===== config.mk =====
export PLATFORM = sky130hd
export DESIGN_NAME = serial_tx_flat
export DESIGN_NICKNAME = d
export VERILOG_FILES = /design/src/rtl/serial_tx_if.sv /design/src/rtl/serial_tx.sv /design/src/flat_wrapper.sv
export SDC_FILE = /design/constraint.sdc
export NUM_CORES = 1
export LEC_CHECK = 0
export BUFFER_PORTS_ARGS = -buffer_cell sky130_fd_sc_hd__buf_4
export CORE_MARGIN = 3
export CORE_UTILIZATION = 58
export CTS_BUF_LIST = sky130_fd_sc_hd__clkbuf_8
export CTS_CLUSTER_DIAMETER = 150
export DETAILED_ROUTE_END_ITERATION = 16
export PLACE_DENSITY = 0.81
export SYNTH_ARGS = -nofsm -noshare
export SYNTH_HDL_FRONTEND = slang
export SYNTH_SLANG_ARGS = --single-unit

===== constraint.sdc =====
create_clock -name clk -period 1.55 [get_ports clk]
set_input_delay 0.31 -clock clk [delete_from_list [all_inputs] [get_ports clk]]
set_output_delay 0.31 -clock clk [all_outputs]
set_load 0.02 [all_outputs]

===== src/rtl/serial_tx_if.sv =====
// Handshake and serial-line bundle between a word producer and serial_tx.
interface serial_tx_if #(
  parameter int WIDTH = 8
);
  logic [WIDTH-1:0] data_in;
  logic             valid;
  logic             ready;
  logic             sdo;
  logic             busy;
  logic             done;

  modport master (
    output data_in, valid,
    input  ready, sdo, busy, done
  );

  modport slave (
    input  data_in, valid,
    output ready, sdo, busy, done
  );
endinterface


===== src/rtl/serial_tx.sv =====
// Serial transmitter: accepts a word on valid/ready and sends it on sdo as a
// frame of one start bit (0), WIDTH data bits LSB first, and one stop bit (1).
// Each bit is held for CLKS_PER_BIT cycles. The line idles high, and every
// output is registered.
module serial_tx #(
  parameter int WIDTH        = 8,
  parameter int CLKS_PER_BIT = 2
) (
  input  logic        clk,
  input  logic        rst_n,
  serial_tx_if.slave  tx
);
  localparam int CW = (CLKS_PER_BIT > 1) ? $clog2(CLKS_PER_BIT) : 1;
  localparam int IW = (WIDTH > 1) ? $clog2(WIDTH) : 1;
  localparam logic [CW-1:0] CNT_MAX = CW'(CLKS_PER_BIT - 1);
  localparam logic [IW-1:0] IDX_MAX = IW'(WIDTH - 1);

  typedef enum logic [1:0] {IDLE, START, DATA, STOP} state_t;

  state_t           state, state_nxt;
  logic [CW-1:0]    cnt, cnt_nxt;
  logic [IW-1:0]    idx, idx_nxt;
  logic [WIDTH-1:0] sh, sh_nxt;
  logic             sdo_r, sdo_nxt;
  logic             ready_r, ready_nxt;
  logic             busy_r, busy_nxt;
  logic             done_r, done_nxt;

  // Next-state and next-output logic; the bit about to go out is always sh[0].
  always_comb begin
    state_nxt = state;
    cnt_nxt   = cnt;
    idx_nxt   = idx;
    sh_nxt    = sh;
    sdo_nxt   = sdo_r;
    ready_nxt = ready_r;
    busy_nxt  = busy_r;
    done_nxt  = 1'b0;
    case (state)
      IDLE: begin
        if (tx.valid) begin
          state_nxt = START;
          sh_nxt    = tx.data_in;
          cnt_nxt   = '0;
          sdo_nxt   = 1'b0;
          ready_nxt = 1'b0;
          busy_nxt  = 1'b1;
        end
      end
      START: begin
        if (cnt == CNT_MAX) begin
          state_nxt = DATA;
          cnt_nxt   = '0;
          idx_nxt   = '0;
          sdo_nxt   = sh[0];
          sh_nxt    = sh >> 1;
        end else begin
          cnt_nxt = cnt + 1'b1;
        end
      end
      DATA: begin
        if (cnt == CNT_MAX) begin
          cnt_nxt = '0;
          if (idx == IDX_MAX) begin
            state_nxt = STOP;
            idx_nxt   = '0;
            sdo_nxt   = 1'b1;
          end else begin
            idx_nxt = idx + 1'b1;
            sdo_nxt = sh[0];
            sh_nxt  = sh >> 1;
          end
        end else begin
          cnt_nxt = cnt + 1'b1;
        end
      end
      STOP: begin
        if (cnt == CNT_MAX) begin
          state_nxt = IDLE;
          cnt_nxt   = '0;
          sdo_nxt   = 1'b1;
          ready_nxt = 1'b1;
          busy_nxt  = 1'b0;
          done_nxt  = 1'b1;
        end else begin
          cnt_nxt = cnt + 1'b1;
        end
      end
      default: begin
        state_nxt = IDLE;
        cnt_nxt   = '0;
        idx_nxt   = '0;
        sdo_nxt   = 1'b1;
        ready_nxt = 1'b1;
        busy_nxt  = 1'b0;
      end
    endcase
  end

  // State, shift register and output registers; reset aborts any frame.
  always_ff @(posedge clk) begin
    if (!rst_n) begin
      state   <= IDLE;
      cnt     <= '0;
      idx     <= '0;
      sh      <= '0;
      sdo_r   <= 1'b1;
      ready_r <= 1'b1;
      busy_r  <= 1'b0;
      done_r  <= 1'b0;
    end else begin
      state   <= state_nxt;
      cnt     <= cnt_nxt;
      idx     <= idx_nxt;
      sh      <= sh_nxt;
      sdo_r   <= sdo_nxt;
      ready_r <= ready_nxt;
      busy_r  <= busy_nxt;
      done_r  <= done_nxt;
    end
  end

  assign tx.sdo   = sdo_r;
  assign tx.ready = ready_r;
  assign tx.busy  = busy_r;
  assign tx.done  = done_r;
endmodule


===== src/flat_wrapper.sv =====
// flat-port wrapper written by rule: the top's interface ports become plain ports
module serial_tx_flat 
#(
  parameter int WIDTH        = 8,
  parameter int CLKS_PER_BIT = 2
)
  (clk, rst_n, tx_data_in, tx_valid, tx_ready, tx_sdo, tx_busy, tx_done);
  serial_tx_if #(.WIDTH(WIDTH)) tx_i ();
  input  logic clk;
  input  logic rst_n;
  input wire logic [$bits(tx_i.data_in)-1:0] tx_data_in;
  input wire logic [$bits(tx_i.valid)-1:0] tx_valid;
  output wire logic [$bits(tx_i.ready)-1:0] tx_ready;
  output wire logic [$bits(tx_i.sdo)-1:0] tx_sdo;
  output wire logic [$bits(tx_i.busy)-1:0] tx_busy;
  output wire logic [$bits(tx_i.done)-1:0] tx_done;
  assign tx_i.data_in = tx_data_in;
  assign tx_i.valid = tx_valid;
  assign tx_ready = tx_i.ready;
  assign tx_sdo = tx_i.sdo;
  assign tx_busy = tx_i.busy;
  assign tx_done = tx_i.done;
  serial_tx #(.WIDTH(WIDTH), .CLKS_PER_BIT(CLKS_PER_BIT)) u_core (.clk(clk), .rst_n(rst_n), .tx(tx_i));
endmodule

## Yosys cells after proc, flatten, opt, wreduce, memory -nomap -nowiden

Cells that the tools add are included.

| word-level totals | value |
|---|---|
| bits in registers | 18 |
| bits of input ports | 11 |
| output and inout bits | 4 |
| logic and storage cells | 59 |

| operators by class | value |
|---|---|
| add/subtract/negate cells | 2 |
| equal/unequal tests | 10 |
| multiplexer cells | 28 |
| reduce and logical (&&, ||, !) cells | 11 |

Operators with widths:

| cell | number |
|---|---|
| 2-to-1 mux 8 bit | 4 |
| one-hot mux 8 bit (3 select lines) | 1 |
| 2-to-1 mux 2 bit | 5 |
| AND reduction 5 bit | 2 |
| 2-to-1 mux 1 bit | 9 |
| 2-to-1 mux 3 bit | 3 |
| inequality test 2 x 1 -> 1 bit (second input constant) | 4 |
| one-hot mux 2 bit (4 select lines) | 1 |
| one-hot mux 1 bit (2 select lines) | 3 |
| one-hot mux 3 bit (2 select lines) | 1 |
| AND reduction 3 bit | 2 |
| equality test 2 bit (second input constant) | 2 |
| inequality test 2 bit (second input constant) | 2 |
| one-hot mux 1 bit (4 select lines) | 1 |
| AND reduction 4 bit | 1 |
| nonzero test 2 bit | 2 |
| adder 3 x 1 -> 3 bit (second input constant) | 1 |
| equality test 3 bit (second input constant) | 1 |
| nonzero test 3 bit | 1 |
| OR reduction 3 bit | 1 |
| equality test 2 x 1 -> 1 bit (second input constant) | 1 |
| zero test 2 bit | 1 |
| AND reduction 2 bit | 1 |
| adder 1 bit (second input constant) | 1 |

## Depth between registers and ports, before layout

Gate-level depths: netlist of run 1.

| depth | value |
|---|---|
| depth in word-level cells | 4 |
| depth in mapped cells | 6 |
| mapped depth without buffers | 5 |

## Worst setup path after synthesis of run 1

Ideal clock, no wire load.

| path | value |
|---|---|
| path kind | flip-flop to flip-flop |
| from | register u_core.state[0] |
| to | register u_core.sh[0] |
| setup time | 0.132 ns |
| data arrival time | 1.307 ns |
| required time | 1.418 ns |
| setup slack | 0.111 ns |
| stages on the path, launching flop included | 7 |
| path buffers | 1 |
| period minus slack after synthesis | 1.439 ns |
| cell sequence | dfxtp_1 > inv_1 > ha_1 > buf_2 > mux2_2 > nand2_1 > mux2i_1 |

| between the ends | value |
|---|---|
| word-level cells in the longest chain between the ends | 3 |
| elaborated cells between the ends (all ways) | 10 |
| classes of those cells | 6 x eq/ne; 1 x mux; 3 x reduce/logical |

Ends and longest elaborated chain:

| item | line | source |
|---|---|---|
| from (decl) | serial_tx.sv:20 | `state_t state, state_nxt;` |
| from (signal assigned) | serial_tx.sv:112 | `state <= state_nxt;` |
| equality test 2 bit (tied with other cells) | serial_tx.sv:39 | `case (state)` |
| inequality test 2 bit (no line) (tied with other cells) | - |  |
| AND reduction 5 bit (no line) | - |  |
| to (signal assigned) | serial_tx.sv:115 | `sh <= sh_nxt;` |
| to (decl) | serial_tx.sv:23 | `logic [WIDTH-1:0] sh, sh_nxt;` |

Parallel ways exist; a longest one is shown, timed or not.
A chain may end at the register's enable or synchronous reset.

## Worst setup path after layout of run 1

| path | value |
|---|---|
| from | register u_core.state[0] |
| to | register u_core.sh[3] |

The elaborated chain is that of the path after synthesis.

==> run_results.csv, run 1 <==
group,metric,value,unit
yosys,yosys.area.top_type,"dfxtp_1",
layout,stdcell_count,138,
route,route.detailed.drc,0,
power,ir_drop,1.127,mV
global_routing,track_usage,19.19,%
yosys,synthTopCellsByCount,"nand2_1 (21), dfxtp_1 (18), mux2i_1 (10)",
route,wl,1814,µm
clocking,cts.reportedPaths.clkPinSlew,70,ps
clocking,cts_buffers,3,
worst_setup_path,path_class,"flip-flop to flip-flop",
timing,finalSetupViolCount,0,
yosys,synth_cell_types,29,
timing,worst_pin_slew,480.3,ps
global_routing,grt_antenna_before_repair,0,
floorplanning,start_util,63.89,%
floorplanning,die-area,2272,µm²
yosys,postSynthCellCount,106,
floorplanning,die_w,47.67,µm
worst_setup_path,start_kind,"flip-flop",
worst_setup_path,cp_num_buf_inv,3,
placement,place_congestion,0.8464,
flow_run,drv_cap,0,
floorplanning,ioPinCount,15,
floorplanning,rows,14,
placement,postPlaceCellArea,1119,µm²
timing,fmaxAchievable,0.6751,GHz
yosys,ys_async_sr_fraction,0,%
layout,drive_gt1_share,33.61,%
yosys,synth_area_leaders,"dfxtp_1 (36%), ha_1 (9.9%), mux2i_1 (9.9%)",
worst_setup_path,reg2reg_depth,7,
yosys,yosysSeqAreaShare,35.78,%
route,drtAntennaViolNets,0,
power,p_leak,0.5372,nW
global_routing,grt_max_degree,24,
route,vias,768,
clocking,clk_path_buf_depth,2,
worst_setup_path,crit_path_end,"u_core.sh[3]$_SDFFE_PN0P_",
route,firstDrtPassIters,4,
route,first_iter_violations,17,
yosys,yosys.area.top_type_share,35.78,%
clocking,cts_sinks,18,
worst_setup_path,crit_family,"buffers and inverters",
timing,drv_slew,0,
worst_setup_path,critPathRequiredTime,1690,ps
layout,diodes,0,
worst_setup_path,max_stage_delay,390,ps
clocking,cts_tree,"done",
global_routing,overflow,0,
clocking,clock-root-buffer,"clkbuf_8",
worst_setup_path,arrival,1620,ps
global_routing,grt_pass1_vias,761,
worst_setup_path,path_depth,7,
yosys,ys_ff_latch,18,
timing,rsz0062_at_grt,"false",
yosys,synth_flop_cell,"dfxtp_1",
layout,area_growth,21.37,%
layout,nets,142,
timing,tns,0,ps
layout,stdcell_area,1222,µm²
clocking,htree_num_levels,1,
yosys,synth.most_common_cell,"nand2_1",
worst_setup_path,slowest_stage,"dfxtp_1",
worst_setup_path,reg2reg_from,"u_core.state[0]$_SDFFE_PN0P_",
timing,period_needed,1481,ps
worst_setup_path,r2r-end,"u_core.sh[3]$_SDFFE_PN0P_",
placement,io_buffers,14,
worst_setup_path,crit_start,"u_core.state[0]$_SDFFE_PN0P_",
min_path,hold_path.class,"input port to flip-flop",
timing,final_hold_viol_count,0,
status,status,"finished, final reports clean",
placement,numPlacedInstances,133,
yosys,synth_edf_count,0,
clocking,cts_hold_buf,0,
route,via_per_inst,5.565,
floorplanning,die_h,47.67,µm
timing,slew_headroom,67.94,%
worst_setup_path,r2r_setup_slack,70,ps
yosys,syn_nets,125,
worst_setup_path,path_cells,"inv_2 -> ha_4 -> buf_4 -> a21oi_2 -> o211ai_4 -> buf_12 -> mux2i_1",
power,p_per_area,1748,nW/µm²
timing,clock_skew,1.097,ps
timing,min_period_over_period,95.56,%
yosys,avgSynthCellArea,9.502,µm²
yosys,netlist_area,1007,µm²
route,wl_per_cell,13.14,µm
worst_setup_path,crit_path_end_kind,"flip-flop",
placement,hpwl,1341,µm
layout,utilization,77.54,%
clocking,clock_latency,250,ps
global_routing,grt_pass1_wl,3139,µm
yosys,yosysWarnings,0,
floorplanning,core_area,1577,µm²
worst_setup_path,cp_max_fo,8,
[final cells by class]
cell class,count,area (µm²)
Inverter,5,18.77
Sequential cell,18,361.6
Clock buffer,4,55.05
Timing Repair Buffer,18,147.6
Multi-Input combinational cell,77,619.3
Tap cell,16,20.02
Fill cell,103,354.1
[where the power goes]
part / internal (W) / leakage [nW] / total (W) / switching [W]
registers: 0.000624 / 0.148 / 0.000752 / 0.000128
logic: 0.000547 / 0.360 / 0.00101 / 0.000464
clock network: 0.000225 / 0.0288 / 0.000372 / 0.000147
[cell families (layout without fill, tap and decap cells)]
group	after synthesis	in the layout	share of synthesized area, %
simple gates	34	34	16.15
compound gates	18	18	14.91
flops	18	18	35.78
mux	17	17	17.76
buf+inv	11	27	5.467
fa+ha+maj	8	8	9.938
[flip-flops by register name, indices dropped and copies added, names as in the netlist]
name             flops
u_core.tx.ready      1
u_core.tx.busy       1
u_core.tx.done       1
u_core.tx.sdo        1
u_core.idx           3
u_core.cnt           1
u_core.sh            8
u_core.state         2
[worst min-delay path, stage by stage]
cell and delay [ps]:
buf_4 110, nand3b_1 70, mux2i_1 60
[how the worst min path moves through the flow]
stage                                    from  depth (start not counted)                        end  slack [ps]
CTS                             tx_data_in[7]                          3  u_core.sh[7]$_SDFFE_PN0P_         340
global placement    u_core.sh[5]$_SDFFE_PN0P_                          2  u_core.sh[5]$_SDFFE_PN0P_         440
floorplan           u_core.sh[1]$_SDFFE_PN0P_                          2  u_core.sh[1]$_SDFFE_PN0P_         430
global route                    tx_data_in[7]                          3  u_core.sh[7]$_SDFFE_PN0P_         350
detailed placement  u_core.sh[2]$_SDFFE_PN0P_                          2  u_core.sh[2]$_SDFFE_PN0P_         450
finish                          tx_data_in[7]                          3  u_core.sh[7]$_SDFFE_PN0P_         340
[metrics by stage]
step	total power [W]	hold WS (ps)	setup slack, ps
final	0.002136	343.5	68.83
after global routing	0.002280	352.3	0.2901
after CTS	0.002060	339.1	6.249
after detailed placement	0.001640	451.0	-78.17
after global placement	0.001604	442.6	-4.750
after floorplan	0.001448	434.6	111.2
[repair_timing]
| item | in CTS | in global routing |
|---|---|---|
| setup endpoints to repair | 8 | 10 |
| gates resized for setup | 3 | 4 |
| pin swaps | 0 | 1 |
| hold endpoints to repair | 0 | 0 |
| setup buffers | 0 | 1 |
[cells in the final DEF (no fill, tap or decap), types with 2 or more instances in the layout]
cell / synthesis / layout
nand3b_1: 2 / 2
o21ai_0: 2 / 2
ha_1: 8 / 5
ha_4: 0 / 2
nand2_1: 21 / 21
mux2i_1: 10 / 10
nor2_1: 5 / 5
clkbuf_8: 0 / 4
inv_1: 5 / 4
mux2_2: 7 / 7
buf_4: 1 / 17
dfxtp_1: 18 / 17
a21oi_1: 6 / 6
o21a_1: 2 / 2
[metal layers]
metal | part of all wire (%) | routed length, µm | global-route usage, %
met5 | 0 | 0 | 0
met4 | 0.99 | 18 | 9.140
met3 | 2.1 | 38 | 2.256
met2 | 51 | 919 | 31.82
met1 | 46 | 837 | 24.66
(Power assumes the default switching activity.)
==> run 2: changes to the inputs <==
--- a/config.mk
+++ b/config.mk
@@ -6,11 +6,11 @@
 export NUM_CORES = 1
 export LEC_CHECK = 0
 export BUFFER_PORTS_ARGS = -buffer_cell sky130_fd_sc_hd__buf_4
-export CORE_MARGIN = 3
 export CORE_UTILIZATION = 58
 export CTS_BUF_LIST = sky130_fd_sc_hd__clkbuf_8
 export CTS_CLUSTER_DIAMETER = 150
 export DETAILED_ROUTE_END_ITERATION = 16
+export GPL_TIMING_DRIVEN = 0
 export PLACE_DENSITY = 0.81
 export SYNTH_ARGS = -nofsm -noshare
 export SYNTH_HDL_FRONTEND = slang
==> run_results.csv, run 2 (synthesis gave the netlist of run 1 again) <==
group,metric,value,unit
floorplanning,die_h,43.67,µm
floorplanning,die_w,43.67,µm
timing,finalWorstSetupSlack,110.7,ps
worst_setup_path,cp_max_fo,7,
floorplanning,rows,14,
layout,stdcell_area,1230,µm²
layout,largest_register,"u_core.sh",
global_routing,track_usage,25.24,%
power,ir_drop,1.152,mV
timing,finalHoldWorstSlack,333.0,ps
clocking,cts_hold_buf,0,
global_routing,overflow,0,
layout,area_growth,22.11,%
min_path,hold_path.class,"input port to flip-flop",
timing,finalSetupViolCount,0,
layout,nets,146,
timing,min_period_over_period,92.86,%
power,p_per_area,1736,nW/µm²
status,violations,"DRC",
placement,hpwl,1473,µm
layout,final_common_cell,"nand2_1",
clocking,cts_sinks,18,
power,power.share.clock,15.5,%
layout,nFillCells,105,
clocking,clk_path_buf_depth,2,
global_routing,grt_pass1_vias,842,
status,status,"complete, but fails checks",
layout,seq_area,365.4,µm²
layout,diodes,0,
clocking,cts.reportedPaths.clkPinSlew,70,ps
global_routing,grt_pass1_wl,3519,µm
layout,largest_reg_flops,8,
timing,clock_skew,1.103,ps
power,p_sw,0.0007726,W
layout,utilization,78.89,%
floorplanning,ioPinCount,15,
power,swShare,36.19,%
route,drtAntennaViolNets,0,
worst_setup_path,critPathRequiredTime,1700,ps
worst_setup_path,start_kind,"flip-flop",
route,wl_per_cell,14.23,µm
worst_setup_path,crit_path_end_kind,"flip-flop",
placement,place_congestion,0.8129,
clocking,cts_tree,"done",
timing,slew_headroom,70.74,%
power,p_leak,0.5453,nW
timing,worst_pin_slew,438.9,ps
layout,multi_input_area,606.8,µm²
flow_run,drv_cap,0,
clocking,htree_num_levels,1,
clocking,cts_buffers,3,
route,firstDrtPassIters,10,
route,wl,2007,µm
route,vias,793,
layout,final_cell_mix,"nand2_1 (21), buf_4 (16), dfxtp_1 (16)",
clocking,clock-root-buffer,"clkbuf_8",
route,via_per_inst,5.624,
placement,postPlaceCellArea,1132,µm²
worst_setup_path,path_cells,"inv_4 -> ha_1 -> buf_6 -> nor2_2 -> o211ai_4 -> buf_12 -> mux2i_1",
global_routing,grt_max_degree,11,
timing,period_needed,1439,ps
power,p_int,0.001362,W
route,first_iter_violations,15,
placement,io_buffers,14,
worst_setup_path,max_stage_delay,370,ps
floorplanning,die-area,1907,µm²
power,p_comb_share,49.8,%
timing,drv_slew,0,
worst_setup_path,slowest_stage,"dfxtp_4",
layout,drive_gt1_share,34.40,%
floorplanning,start_util,64.61,%
route,route.detailed.drc,1,
worst_setup_path,path_class,"flip-flop to flip-flop",
clocking,clock_latency,250,ps
timing,final_hold_viol_count,0,
worst_setup_path,arrival,1580,ps
global_routing,grt_antenna_before_repair,0,
timing,fmaxAchievable,0.6948,GHz
floorplanning,core_area,1559,µm²
power,power_frac_seq,34.7,%
layout,reg_top3,"u_core.sh (8), u_core.idx (3), u_core.state (2)",
placement,place_ws,-44.25,ps
-- run 2: repair_timing --
item / in CTS / in global routing
endpoints found under the setup margin: 9 / 14
gates resized for setup: 1 / 9
buffers inserted: 1 / 1
pin swaps: 2 / 4
-- run 2: cell type report --
type	instances	share of cell area, %
plain buffers	6	3.459
multi-input cells	77	49.34
inverters	5	1.729
flip-flops and latches	18	29.70
clock buffers	3	3.357
well taps	16	1.628
repair buffers	16	10.78
-- run 2: path summary, 6_finish.rpt --
path | from | to | slack (ps) | cells past startpoint
setup / recovery | u_core.state[0]$_SDFFE_PN0P_ | u_core.sh[4]$_SDFFE_PN0P_ | 110 | 7
setup reg to reg | u_core.state[0]$_SDFFE_PN0P_ | u_core.sh[4]$_SDFFE_PN0P_ | 110 | 7
hold / removal | rst_n | u_core.tx.done$_SDFF_PN0_ | 330 | 2
hold reg to reg | u_core.sh[2]$_SDFFE_PN0P_ | u_core.sh[2]$_SDFFE_PN0P_ | 460 | 2
-- run 2: metrics by stage --
step	TNS (ps)	total power [W]	std cells
final	0	0.002135	141
after global routing	-3.317	0.002285	141
after CTS	0	0.002066	140
after detailed placement	-225.0	0.001661	136
after global placement	0	0.001610	136
after floorplan	0	0.001448	106
-- run 2: critical path, delay by kind of cell (launching register included) --
| kind | cells | cell delay (ps) |
|---|---|---|
| adders and majority gates | 1 | 200 |
| DFF | 1 | 370 |
| buffers and inverters | 3 | 350 |
| AOI/OAI and AO/OA | 1 | 120 |
| and+or+nand+nor | 1 | 180 |
| muxes | 1 | 110 |
-- run 2: power groups by stage --
stage / registers (W) / logic [W] / clock network, W
global placement: 0.000721 / 0.000890 / 0
detailed placement: 0.000731 / 0.000929 / 0
floorplan: 0.000743 / 0.000705 / 0
finish: 0.000742 / 0.00106 / 0.000330
global route: 0.000765 / 0.00117 / 0.000352
CTS: 0.000726 / 0.00101 / 0.000331
-- run 2: routing by layer --
metal | vias to the layer above | part of all wire, % | track usage, %
li1 | 403 | - | -
met1 | 370 | 46 | 28.46
met2 | 14 | 50 | 44.18
met3 | 6 | 2.6 | 5.417
met4 | 0 | 1.7 | 13.13
met5 | - | 0 | 0
==> run 3: changes to the inputs <==
--- a/config.mk
+++ b/config.mk
@@ -5,13 +5,13 @@
 export SDC_FILE = /design/constraint.sdc
 export NUM_CORES = 1
 export LEC_CHECK = 0
-export BUFFER_PORTS_ARGS = -buffer_cell sky130_fd_sc_hd__buf_4
-export CORE_UTILIZATION = 58
+export CORE_UTILIZATION = 64
 export CTS_BUF_LIST = sky130_fd_sc_hd__clkbuf_8
 export CTS_CLUSTER_DIAMETER = 150
 export DETAILED_ROUTE_END_ITERATION = 16
+export DONT_BUFFER_PORTS = 1
 export GPL_TIMING_DRIVEN = 0
-export PLACE_DENSITY = 0.81
+export PLACE_DENSITY = 0.8
 export SYNTH_ARGS = -nofsm -noshare
 export SYNTH_HDL_FRONTEND = slang
 export SYNTH_SLANG_ARGS = --single-unit
==> run_results.csv, run 3 (synthesis gave the netlist of run 1 again) <==
group,metric,value,unit
timing,slew_headroom,70.40,%
route,firstDrtPassIters,4,
worst_setup_path,crit_path_end,"u_core.state[0]$_SDFFE_PN0P_",
worst_setup_path,start_kind,"flip-flop",
layout,largest_reg_flops,8,
timing,tns,0,ps
timing,min_period_over_period,96.26,%
global_routing,grt_max_degree,11,
route,met3WireLength,48,µm
route,vias,738,
floorplanning,die_h,41.67,µm
placement,hpwl,1212,µm
timing,fmaxAchievable,0.6702,GHz
timing,finalSetupViolCount,0,
floorplanning,die-area,1736,µm²
layout,largest_register,"u_core.sh",
status,status,"finished, final reports clean",
timing,worst_pin_slew,444.0,ps
layout,nets,132,
route,drtAntennaViolNets,0,
route,route.detailed.drc,0,
worst_setup_path,crit_path_end_kind,"flip-flop",
global_routing,grt_pass1_vias,693,
worst_setup_path,r2r_setup_slack,60,ps
global_routing,track_usage,22.78,%
layout,drive_gt1_share,25.00,%
route,dr_wl_met2,880,µm
power,p_int,0.001364,W
layout,reg_top3,"u_core.sh (8), u_core.idx (3), u_core.state (2)",
floorplanning,start_util,72.85,%
placement,io_buffers,0,
flow_run,drv_cap,0,
global_routing,overflow,0,
timing,rsz0062_at_grt,"true",
layout,final_common_cell,"nand2_1",
power,power,0.002109,W
clocking,cts.reportedPaths.clkPinSlew,70,ps
route,wl_per_cell,14.06,µm
layout,nFillCells,89,
floorplanning,die_w,41.67,µm
worst_setup_path,crit_start,"u_core.state[0]$_SDFFE_PN0P_",
timing,final_hold_viol_count,0,
power,ir_drop,1.295,mV
route,via_per_inst,5.811,
layout,final_cell_mix,"nand2_1 (21), dfxtp_1 (16), mux2i_1 (10)",
layout,diodes,0,
clocking,clock-root-buffer,"clkbuf_8",
power,p_sw,0.0007447,W
clocking,clk_path_buf_depth,2,
timing,drv_slew,0,
placement,place_congestion,0.7624,
route,first_iter_violations,8,
power,swShare,35.32,%
clocking,cts_tree,"done",
worst_setup_path,reg2reg_from,"u_core.state[0]$_SDFFE_PN0P_",
placement,numPlacedInstances,121,
floorplanning,core_area,1383,µm²
clocking,cts_sinks,18,
worst_setup_path,arrival,1650,ps
worst_setup_path,path_class,"flip-flop to flip-flop",
layout,stdcell_count,127,
power,p_per_area,1879,nW/µm²
global_routing,grt_antenna_before_repair,0,
route,wl,1785,µm
route,highest_layer,"met4",
timing,finalHoldWorstSlack,214.2,ps
global_routing,grt_pass1_wl,3056,µm
clocking,clock_latency,250,ps
layout,area_growth,11.43,%
clocking,cts_buffers,3,
floorplanning,rows,13,
power,power.share.clock,18.2,%
floorplanning,ioPinCount,15,
route,wl_met1,833,µm
power,power_frac_seq,36.2,%
clocking,htree_num_levels,1,
timing,period_needed,1492,ps
worst_setup_path,reg2reg_depth,6,
power,p_leak,0.4838,nW
min_path,hold_path.class,"input port to flip-flop",
timing,clock_skew,4.083,ps
worst_setup_path,critPathRequiredTime,1710,ps
worst_setup_path,cp_max_fo,10,
placement,postPlaceCellArea,1026,µm²
layout,stdcell_area,1122,µm²
worst_setup_path,r2r-end,"u_core.state[0]$_SDFFE_PN0P_",
min_path,hold_depth,1,
power,p_comb_share,45.6,%
[run 3: layout make-up]
type	count	area [µm²]	area share (%)
Inverter	5	18.77	1.672
Sequential cell	18	362.8	32.33
Clock buffer	4	55.05	4.905
Tap cell	15	18.77	1.672
Timing Repair Buffer	2	27.53	2.453
Multi-Input combinational cell	77	594.3	52.95
Buffer	6	45.04	4.013
[run 3: power groups by stage]
| stage | Sequential, W | Clock [W] | Combinational [W] |
|---|---|---|---|
| after floorplan | 0.000743 | 0 | 0.000705 |
| after global placement | 0.000761 | 0 | 0.000790 |
| after detailed placement | 0.000769 | 0 | 0.000812 |
| after CTS | 0.000761 | 0.000389 | 0.000835 |
| after global routing | 0.000789 | 0.000412 | 0.00105 |
| final | 0.000763 | 0.000384 | 0.000962 |
[run 3: worst min path at each step]
stage,start,end
final,rst_n,u_core.tx.done$_SDFF_PN0_
after global routing,rst_n,u_core.tx.done$_SDFF_PN0_
after CTS,rst_n,u_core.tx.done$_SDFF_PN0_
after detailed placement,u_core.sh[7]$_SDFFE_PN0P_,u_core.sh[7]$_SDFFE_PN0P_
after global placement,u_core.sh[6]$_SDFFE_PN0P_,u_core.sh[6]$_SDFFE_PN0P_
after floorplan,u_core.sh[1]$_SDFFE_PN0P_,u_core.sh[1]$_SDFFE_PN0P_
[run 3: repair_timing]
action / CTS / global route
pin swaps: 0 / 2
setup endpoints to repair: 8 / 12
gates cloned: 0 / 1
gates resized for setup: 2 / 7
setup buffers: 0 / 1
hold buffers: 0 / 0
[run 3: layer usage]
layer  up-vias  GRT usage [%]
li1        380              -
met1       343          30.17
met2        10          37.50
met3         5          5.217
met4         0          5.806
met5         -              0
[run 3: metrics by stage]
stage / worst slack (ps) / util (%)
2_1_floorplan: 111.2 / -
3_3_place_gp: 22.71 / 74.21
3_5_place_dp: -17.48 / 74.21
4_1_cts: 2.837 / 78.46
5_1_grt: -14.82 / 81.18
6_report: 57.97 / 81.18
[run 3: critical path, cell delays in order (launching register included)]
cell,delay (ps)
dfxtp_2,350
inv_2,60
ha_1,210
buf_6,150
nor3_4,200
o221ai_2,160
a221oi_2,270
